<file path="config.mk">
export PLATFORM = sky130hd
export DESIGN_NAME = uart_mmio
export DESIGN_NICKNAME = d
export VERILOG_FILES = /design/src/rtl/uart_pkg.sv /design/src/rtl/sync_fifo.sv /design/src/rtl/uart_mmio.sv
export SDC_FILE = /design/constraint.sdc
export NUM_CORES = 1
export LEC_CHECK = 0
export BUFFER_PORTS_ARGS = -buffer_cell sky130_fd_sc_hd__buf_4
export CAP_MARGIN = 30
export CORE_ASPECT_RATIO = 0.8
export CORE_MARGIN = 2
export CORE_UTILIZATION = 35
export DETAILED_ROUTE_END_ITERATION = 7
export SETUP_SLACK_MARGIN = 0.4
export SYNTH_ARGS = -nofsm -noshare
export SYNTH_HDL_FRONTEND = slang
export SYNTH_SLANG_ARGS = --single-unit
</file>
<file path="constraint.sdc">
create_clock -name clk -period 4 [get_ports clk]
set_input_delay 0.8 -clock clk [delete_from_list [all_inputs] [get_ports clk]]
set_output_delay 0.8 -clock clk [all_outputs]
set_load 0.02 [all_outputs]
</file>
<file path="src/rtl/uart_pkg.sv">
// ============================================================================
// Module   : uart_pkg
// Purpose  : Shared register map, STATUS bit indices and FSM state encodings
//            for the memory-mapped UART.
// Revision : 1.0
// ============================================================================
`default_nettype none

package uart_pkg;

  localparam int DIV_W = 16;

  localparam logic [3:0] c_OFF_DATA    = 4'h0;
  localparam logic [3:0] c_OFF_STATUS  = 4'h4;
  localparam logic [3:0] c_OFF_DIVISOR = 4'h8;

  localparam int c_ST_RX_VALID  = 0;
  localparam int c_ST_RX_FULL   = 1;
  localparam int c_ST_TX_FULL   = 2;
  localparam int c_ST_TX_EMPTY  = 3;
  localparam int c_ST_TX_BUSY   = 4;
  localparam int c_ST_RX_OVR    = 5;
  localparam int c_ST_FRAME_ERR = 6;
  localparam int c_ST_TX_OVF    = 7;

  typedef enum logic [1:0] {
    TX_IDLE  = 2'd0,
    TX_START = 2'd1,
    TX_DATA  = 2'd2,
    TX_STOP  = 2'd3
  } tx_state_t;

  typedef enum logic [1:0] {
    RX_IDLE  = 2'd0,
    RX_START = 2'd1,
    RX_DATA  = 2'd2,
    RX_STOP  = 2'd3
  } rx_state_t;

endpackage

`default_nettype wire

</file>
<file path="src/rtl/sync_fifo.sv">
// ============================================================================
// Module   : sync_fifo
// Purpose  : Single-clock FIFO with extra-MSB pointers; a push into a full
//            FIFO is accepted when a pop happens in the same cycle.
// Revision : 1.0
// ============================================================================
`default_nettype none

module sync_fifo #(
  parameter int WIDTH = 8,
  parameter int DEPTH = 8
) (
  input  logic             clk,
  input  logic             rst,
  input  logic             push,
  input  logic [WIDTH-1:0] din,
  input  logic             pop,
  output logic             full,
  output logic             empty,
  output logic [WIDTH-1:0] head
);

  localparam int c_AW = $clog2(DEPTH);

  logic [WIDTH-1:0] r_mem [DEPTH];
  logic [c_AW:0]    r_wr_ptr;
  logic [c_AW:0]    r_rd_ptr;
  logic             w_do_push;
  logic             w_do_pop;

  assign empty     = (r_wr_ptr == r_rd_ptr);
  assign full      = (r_wr_ptr[c_AW] != r_rd_ptr[c_AW]) &&
                     (r_wr_ptr[c_AW-1:0] == r_rd_ptr[c_AW-1:0]);
  assign w_do_pop  = pop && !empty;
  assign w_do_push = push && (!full || w_do_pop);
  assign head      = r_mem[r_rd_ptr[c_AW-1:0]];

  always_ff @(posedge clk) begin
    if (rst) begin
      r_wr_ptr <= '0;
      r_rd_ptr <= '0;
    end else begin
      if (w_do_push) r_wr_ptr <= r_wr_ptr + 1'b1;
      if (w_do_pop)  r_rd_ptr <= r_rd_ptr + 1'b1;
    end
  end

  always_ff @(posedge clk) begin
    if (w_do_push) r_mem[r_wr_ptr[c_AW-1:0]] <= din;
  end

endmodule

`default_nettype wire

</file>
<file path="src/rtl/uart_mmio.sv">
// ============================================================================
// Module   : uart_mmio
// Purpose  : Memory-mapped UART with TX/RX FIFOs, programmable divisor and
//            sticky error flags driving a registered interrupt.
// Revision : 1.0
// ============================================================================
`default_nettype none

module uart_mmio
  import uart_pkg::*;
#(
  parameter logic [31:0]      BASE_ADDR   = 32'h10010000,
  parameter int               FIFO_DEPTH  = 8,
  parameter logic [DIV_W-1:0] DEFAULT_DIV = 16'd434,
  parameter int               SYNC_STAGES = 2
) (
  input  logic        clk,
  input  logic        rst,
  input  logic [31:0] address,
  input  logic [31:0] write_data,
  input  logic [3:0]  write_mask,
  input  logic        write_enable,
  input  logic        read_enable,
  output logic [31:0] read_data,
  output logic        hit,
  output logic        tx,
  input  logic        rx,
  output logic        irq
);

  logic [3:0]       w_off;
  logic             w_data_wr, w_data_rd, w_stat_wr, w_div_wr;
  logic [DIV_W-1:0] w_div_new;
  logic [DIV_W-1:0] r_div;
  logic             r_rx_ovr, r_frame_err, r_tx_ovf, r_irq;
  logic [7:0]       w_status;
  logic             w_unused;

  logic             w_tx_full, w_tx_empty, w_tx_push, w_tx_pop;
  logic [7:0]       w_tx_head;
  logic             w_rx_full, w_rx_empty, w_rx_push, w_rx_pop;
  logic [7:0]       w_rx_head;

  tx_state_t        r_tx_state, w_tx_next;
  logic [DIV_W-1:0] r_tx_cnt, r_tx_div;
  logic [2:0]       r_tx_bit;
  logic [7:0]       r_tx_shift;
  logic             r_tx, w_tx_load, w_tx_tick;

  rx_state_t        r_rx_state, w_rx_next;
  logic [DIV_W-1:0] r_rx_cnt, r_rx_div;
  logic [2:0]       r_rx_bit;
  logic [7:0]       r_rx_shift;
  logic [SYNC_STAGES-1:0] r_sync;
  logic             r_rx_prev, w_rx_s, w_rx_fall, w_rx_tick, w_frame_set;

  assign w_unused = &{1'b0, write_data[31:16], write_mask[3:2]};

  assign hit   = (address >= BASE_ADDR) && (address <= BASE_ADDR + 32'd15);
  assign w_off = address[3:0] - BASE_ADDR[3:0];

  assign w_data_wr = hit && write_enable && (w_off == c_OFF_DATA) && write_mask[0];
  assign w_data_rd = hit && read_enable && (w_off == c_OFF_DATA);
  assign w_stat_wr = hit && write_enable && (w_off == c_OFF_STATUS) && write_mask[0];
  assign w_div_wr  = hit && write_enable && (w_off == c_OFF_DIVISOR);
  assign w_div_new = {write_mask[1] ? write_data[15:8] : r_div[15:8],
                      write_mask[0] ? write_data[7:0]  : r_div[7:0]};

  assign w_tx_push = w_data_wr && !w_tx_full;
  assign w_rx_pop  = w_data_rd && !w_rx_empty;

  sync_fifo #(.WIDTH(8), .DEPTH(FIFO_DEPTH)) u_tx_fifo (
    .clk(clk), .rst(rst), .push(w_tx_push), .din(write_data[7:0]), .pop(w_tx_pop),
    .full(w_tx_full), .empty(w_tx_empty), .head(w_tx_head)
  );

  sync_fifo #(.WIDTH(8), .DEPTH(FIFO_DEPTH)) u_rx_fifo (
    .clk(clk), .rst(rst), .push(w_rx_push), .din(r_rx_shift), .pop(w_rx_pop),
    .full(w_rx_full), .empty(w_rx_empty), .head(w_rx_head)
  );

  always_comb begin
    w_status                 = '0;
    w_status[c_ST_RX_VALID]  = !w_rx_empty;
    w_status[c_ST_RX_FULL]   = w_rx_full;
    w_status[c_ST_TX_FULL]   = w_tx_full;
    w_status[c_ST_TX_EMPTY]  = w_tx_empty;
    w_status[c_ST_TX_BUSY]   = (r_tx_state != TX_IDLE) || !w_tx_empty;
    w_status[c_ST_RX_OVR]    = r_rx_ovr;
    w_status[c_ST_FRAME_ERR] = r_frame_err;
    w_status[c_ST_TX_OVF]    = r_tx_ovf;
  end

  always_comb begin
    read_data = '0;
    if (hit) begin
      case (w_off)
        c_OFF_DATA:    read_data = {24'b0, w_rx_empty ? 8'h00 : w_rx_head};
        c_OFF_STATUS:  read_data = {24'b0, w_status};
        c_OFF_DIVISOR: read_data = {16'b0, r_div};
        default:       read_data = '0;
      endcase
    end
  end

  // Sticky flags: a hardware set in the same cycle as a software clear wins.
  always_ff @(posedge clk) begin
    if (rst) begin
      r_div       <= DEFAULT_DIV;
      r_rx_ovr    <= 1'b0;
      r_frame_err <= 1'b0;
      r_tx_ovf    <= 1'b0;
      r_irq       <= 1'b0;
    end else begin
      if (w_div_wr && (w_div_new >= 16'd2)) r_div <= w_div_new;
      if (w_rx_push && w_rx_full && !w_rx_pop) r_rx_ovr <= 1'b1;
      else if (w_stat_wr && write_data[c_ST_RX_OVR]) r_rx_ovr <= 1'b0;
      if (w_frame_set) r_frame_err <= 1'b1;
      else if (w_stat_wr && write_data[c_ST_FRAME_ERR]) r_frame_err <= 1'b0;
      if (w_data_wr && w_tx_full) r_tx_ovf <= 1'b1;
      else if (w_stat_wr && write_data[c_ST_TX_OVF]) r_tx_ovf <= 1'b0;
      r_irq <= !w_rx_empty || r_rx_ovr || r_frame_err || r_tx_ovf;
    end
  end

  assign irq = r_irq;
  assign tx  = r_tx;

  // STOP chains straight into START when more data is queued.
  assign w_tx_tick = (r_tx_cnt == '0);

  always_comb begin
    w_tx_next = r_tx_state;
    w_tx_pop  = 1'b0;
    w_tx_load = 1'b0;
    case (r_tx_state)
      TX_IDLE: if (!w_tx_empty) begin
        w_tx_pop  = 1'b1;
        w_tx_load = 1'b1;
        w_tx_next = TX_START;
      end
      TX_START: if (w_tx_tick) w_tx_next = TX_DATA;
      TX_DATA:  if (w_tx_tick && (r_tx_bit == 3'd7)) w_tx_next = TX_STOP;
      TX_STOP: if (w_tx_tick) begin
        if (!w_tx_empty) begin
          w_tx_pop  = 1'b1;
          w_tx_load = 1'b1;
          w_tx_next = TX_START;
        end else begin
          w_tx_next = TX_IDLE;
        end
      end
      default: w_tx_next = TX_IDLE;
    endcase
  end

  always_ff @(posedge clk) begin
    if (rst) begin
      r_tx_state <= TX_IDLE;
      r_tx_cnt   <= '0;
      r_tx_div   <= DEFAULT_DIV;
      r_tx_bit   <= '0;
      r_tx_shift <= '0;
      r_tx       <= 1'b1;
    end else begin
      r_tx_state <= w_tx_next;
      if (w_tx_load) begin
        r_tx_shift <= w_tx_head;
        r_tx_div   <= r_div;
        r_tx_cnt   <= r_div - 16'd1;
        r_tx_bit   <= '0;
      end else if (r_tx_state != TX_IDLE) begin
        if (w_tx_tick) begin
          r_tx_cnt <= r_tx_div - 16'd1;
          if (r_tx_state == TX_DATA) begin
            r_tx_shift <= {1'b0, r_tx_shift[7:1]};
            r_tx_bit   <= r_tx_bit + 3'd1;
          end
        end else begin
          r_tx_cnt <= r_tx_cnt - 16'd1;
        end
      end
      r_tx <= (r_tx_state == TX_START) ? 1'b0 :
              (r_tx_state == TX_DATA)  ? r_tx_shift[0] : 1'b1;
    end
  end

  assign w_rx_s    = r_sync[SYNC_STAGES-1];
  assign w_rx_fall = r_rx_prev && !w_rx_s;
  assign w_rx_tick = (r_rx_cnt == '0);

  always_comb begin
    w_rx_next   = r_rx_state;
    w_rx_push   = 1'b0;
    w_frame_set = 1'b0;
    case (r_rx_state)
      RX_IDLE:  if (w_rx_fall) w_rx_next = RX_START;
      RX_START: if (w_rx_tick) w_rx_next = w_rx_s ? RX_IDLE : RX_DATA;
      RX_DATA:  if (w_rx_tick && (r_rx_bit == 3'd7)) w_rx_next = RX_STOP;
      RX_STOP: if (w_rx_tick) begin
        w_rx_next   = RX_IDLE;
        w_rx_push   = w_rx_s;
        w_frame_set = !w_rx_s;
      end
      default: w_rx_next = RX_IDLE;
    endcase
  end

  // Half-bit wait after the edge puts every later sample mid-bit.
  always_ff @(posedge clk) begin
    if (rst) begin
      r_sync     <= '1;
      r_rx_prev  <= 1'b1;
      r_rx_state <= RX_IDLE;
      r_rx_cnt   <= '0;
      r_rx_div   <= DEFAULT_DIV;
      r_rx_bit   <= '0;
      r_rx_shift <= '0;
    end else begin
      r_sync     <= {r_sync[SYNC_STAGES-2:0], rx};
      r_rx_prev  <= w_rx_s;
      r_rx_state <= w_rx_next;
      if (r_rx_state == RX_IDLE) begin
        if (w_rx_fall) begin
          r_rx_div <= r_div;
          r_rx_cnt <= (r_div >> 1) - 16'd1;
          r_rx_bit <= '0;
        end
      end else if (w_rx_tick) begin
        r_rx_cnt <= r_rx_div - 16'd1;
        if (r_rx_state == RX_DATA) begin
          r_rx_shift <= {w_rx_s, r_rx_shift[7:1]};
          r_rx_bit   <= r_rx_bit + 3'd1;
        end
      end else begin
        r_rx_cnt <= r_rx_cnt - 16'd1;
      end
    end
  end

endmodule

`default_nettype wire

</file>
==> metrics.csv <==
metric,value,unit
p_leak,4.84,nW
crit_type,reg2out,
reg2reg_depth,11,
synth_area_leader_cell,edfxtp_1,
tns,0,ns
port_buffers,73,
syn_to_final_growth,17.1,%
drc,0,
clockBufferDepth,3,
setup.worst_path.start_class,register,
fin_skew,0.0122,ns
grt_util_met2,0.255,
htree_levels,1,
row_count,60,
antenna_found_initial,0,
setup_viol,0,
met1_usage,0.242,
first_iter_violations,629,
setup.worst_path.end_class,output pin,
worstMarginPinSlew,0.962,ns
min_path_cells,1,
num_io_pins,108,
grt_pass1_wl,47.4,mm
cts_buffers,27,
syn_area,12100,um2
path_cells,"buf_4, mux4_2, mux2i_1, nor2_1, a221oi_2, nor2_1, buf_4",
ys_warn_count,0,
drive_above_1_share,0.180,
design.core.area,33900,um2
crit_slowest_cell,mux4_2,
cts_root_buf,clkbuf_16,
clkSinkCount,264,
fmax,292,MHz
critPathMaxFanout,8,
power_density,564,nW/um2
relSlewSlack,0.357,
drt-total-wl,29.6,mm
gr-total-overflow,0,
outcome,"complete, no violations",
place.gp.congestion,0.829,
synth.area.top_cells,"edfxtp_1, dfxtp_1, mux4_2",
hold_violations,0,
ant_nets,0,
clk_latency,0.56,ns
postSynthAreaPerCell,10.8,um2
track_usage,0.166,
synth_cell_type_count,71,
r2r-end,r_tx_cnt[12]$_SDFFE_PP0P_,
die_x,212,um
avgViaCountPerCell,5.25,
fin_crit_sh,0.855,
nets,1291,
async_flop_share,0,
synth_top_area_share,0.317,
yosys-top-cells-count,"dfxtp_1, edfxtp_1, nor2_1",
worstPathArrival,2.62,ns
die_y,171,um
drv_cap,0,
dr.pass1.iters,5,
hold_path_class,reg2reg,
cts_hold_buf,0,
postSynthCellCount,1125,
drv_slew,0,
ir_drop,0.000309,V
clk_pin_slew,0.06,ns
hold_end,r_sync[1]$_SDFF_PP1_,
die-area,36200,um2
synth_edf_count,128,
ys.flop_type,dfxtp_1,
critical_path.max_stage_delay,0.53,ns
ys_seq_area_frac,0.541,
post-route-min-period,3.42,ns
top_usage_layer,met2,
critical_path_required,3.20,ns
tritoncts,built,
synthMostInstantiatedCell,dfxtp_1,
rr_startpoint,u_tx_fifo.r_wr_ptr[2]$_SDFFE_PP0P_,
start_util,0.358,
wl_per_cell,17.5,um
use_met3,0.0332,
ys_ff_latch,264,
num_vias,8862,
antenna_cells,0,
grt_start_max_net_pins,90,
worstHoldStart,r_sync[0]$_SDFF_PP1_,
rsz0062_at_grt,no,
r2r_slack,0.63,ns
dpl.hpwl,19.9,mm
grt_pass1_vias,8666,
fin_total_pwr,8.01,mW
==> registers in the layout, summed over array words and instances (netlist names), 2 cells and up, named ones only <==
signal,cells
r_tx_bit,3
r_rx_cnt,16
u_rx_fifo.r_mem,64
r_sync,2
r_rx_shift,8
r_div,16
r_tx_div,16
r_tx_shift,8
u_tx_fifo.r_mem,64
u_rx_fifo.r_rd_ptr,4
u_rx_fifo.r_wr_ptr,4
r_rx_div,16
r_tx_state,2
u_tx_fifo.r_wr_ptr,4
r_rx_bit,3
r_tx_cnt,16
u_tx_fifo.r_rd_ptr,4
==> stage by stage <==
stage	setup WS, ns	area [um2]	instances	hold slack (ns)	utilization
after detailed placement	0.643	13300	1638	0.398	0.391
after global routing	0.405	14200	1688	0.415	0.419
after floorplan	0.436	12200	1140	0.389	-
final	0.579	14200	1688	0.412	0.419
after global placement	0.673	13300	1638	0.401	0.391
after CTS	0.431	14200	1687	0.409	0.418
==> worst max-delay path by stage <==
stage | start | to | slack [ns] | cells past startpoint
3_3_place_gp | address[1] | u_rx_fifo.r_mem[0][6]$_DFFE_PP_ | 0.67 | 8
4_1_cts | register | read_data[5] | 0.43 | 7
2_1_floorplan | r_tx_cnt[7]$_SDFFE_PP0P_ | r_tx_cnt[10]$_SDFFE_PP0P_ | 0.44 | 14
6_report | register | read_data[5] | 0.58 | 7
3_5_place_dp | address[4] | read_data[5] | 0.64 | 8
5_1_grt | r_tx_cnt[7]$_SDFFE_PP0P_ | r_tx_cnt[4]$_SDFFE_PP0P_ | 0.41 | 14
==> power breakdown <==
group	total, mW	switching [mW]	internal [mW]
clock network	2.55	1.07	1.48
logic	2.43	1.47	0.958
registers	3.03	0.117	2.92
total	8.01	2.66	5.35
==> layer usage <==
layer / vias to the layer above / wire [um] / share of wire
met5: - / 0 / 0
met4: 0 / 420 / 0.014
met3: 32 / 1980 / 0.067
met2: 268 / 12900 / 0.44
met1: 4243 / 14300 / 0.48
li1: 4319 / - / -
==> layout make-up <==
type	count	area [um2]
clock buffer	35	726
clock inverter	14	160
fill	3290	19700
inverter	8	30.0
multi-input combinational	783	5250
sequential	264	6570
tap	465	582
timing repair buffer	119	897
==> layout by cell type (no fill, tap or decap), drive strengths merged, types with 11 or more instances in the layout <==
cell and n:
a211oi 30, a21oi 78, a311oi 13, and2 11, buf 119, clkbuf 35
conb 16, dfxtp 136, edfxtp 128, ha 15, mux2i 35, mux4 32
nand2 112, nand3 31, nand3b 16, nor2 128, nor3 34, nor4 24
o21ai 39, xnor2 20, xor2 12
==> worst max-delay path: cells and delay by family (launching register included) <==
family | cells | cell delay [ns]
flip-flops | 1 | 0.43
multiplexers | 2 | 0.76
AND/OR/NAND/NOR | 2 | 0.17
AO/OA/AOI/OAI | 1 | 0.25
buffers and inverters | 2 | 0.44
==> cell families (layout without fill, tap and decap cells) <==
logic type	Yosys count	count (layout)	share of synthesized area
AOI/OAI and AO/OA	228	228	0.124
xor gates and xnor gates	32	32	0.0231
adders and majority gates	15	15	0.0155
buffers and inverters	93	176	0.0357
DFF	264	264	0.541
muxes	69	69	0.0901
other	1	16	0.000309
and+or+nand+nor	423	423	0.171
==> repair_timing <==
action | CTS | global route
buffers inserted | 0 | 0
gates resized for setup | 3 | 4
endpoints found under the setup margin | 5 | 4
Power figures use the tool's default switching activity.
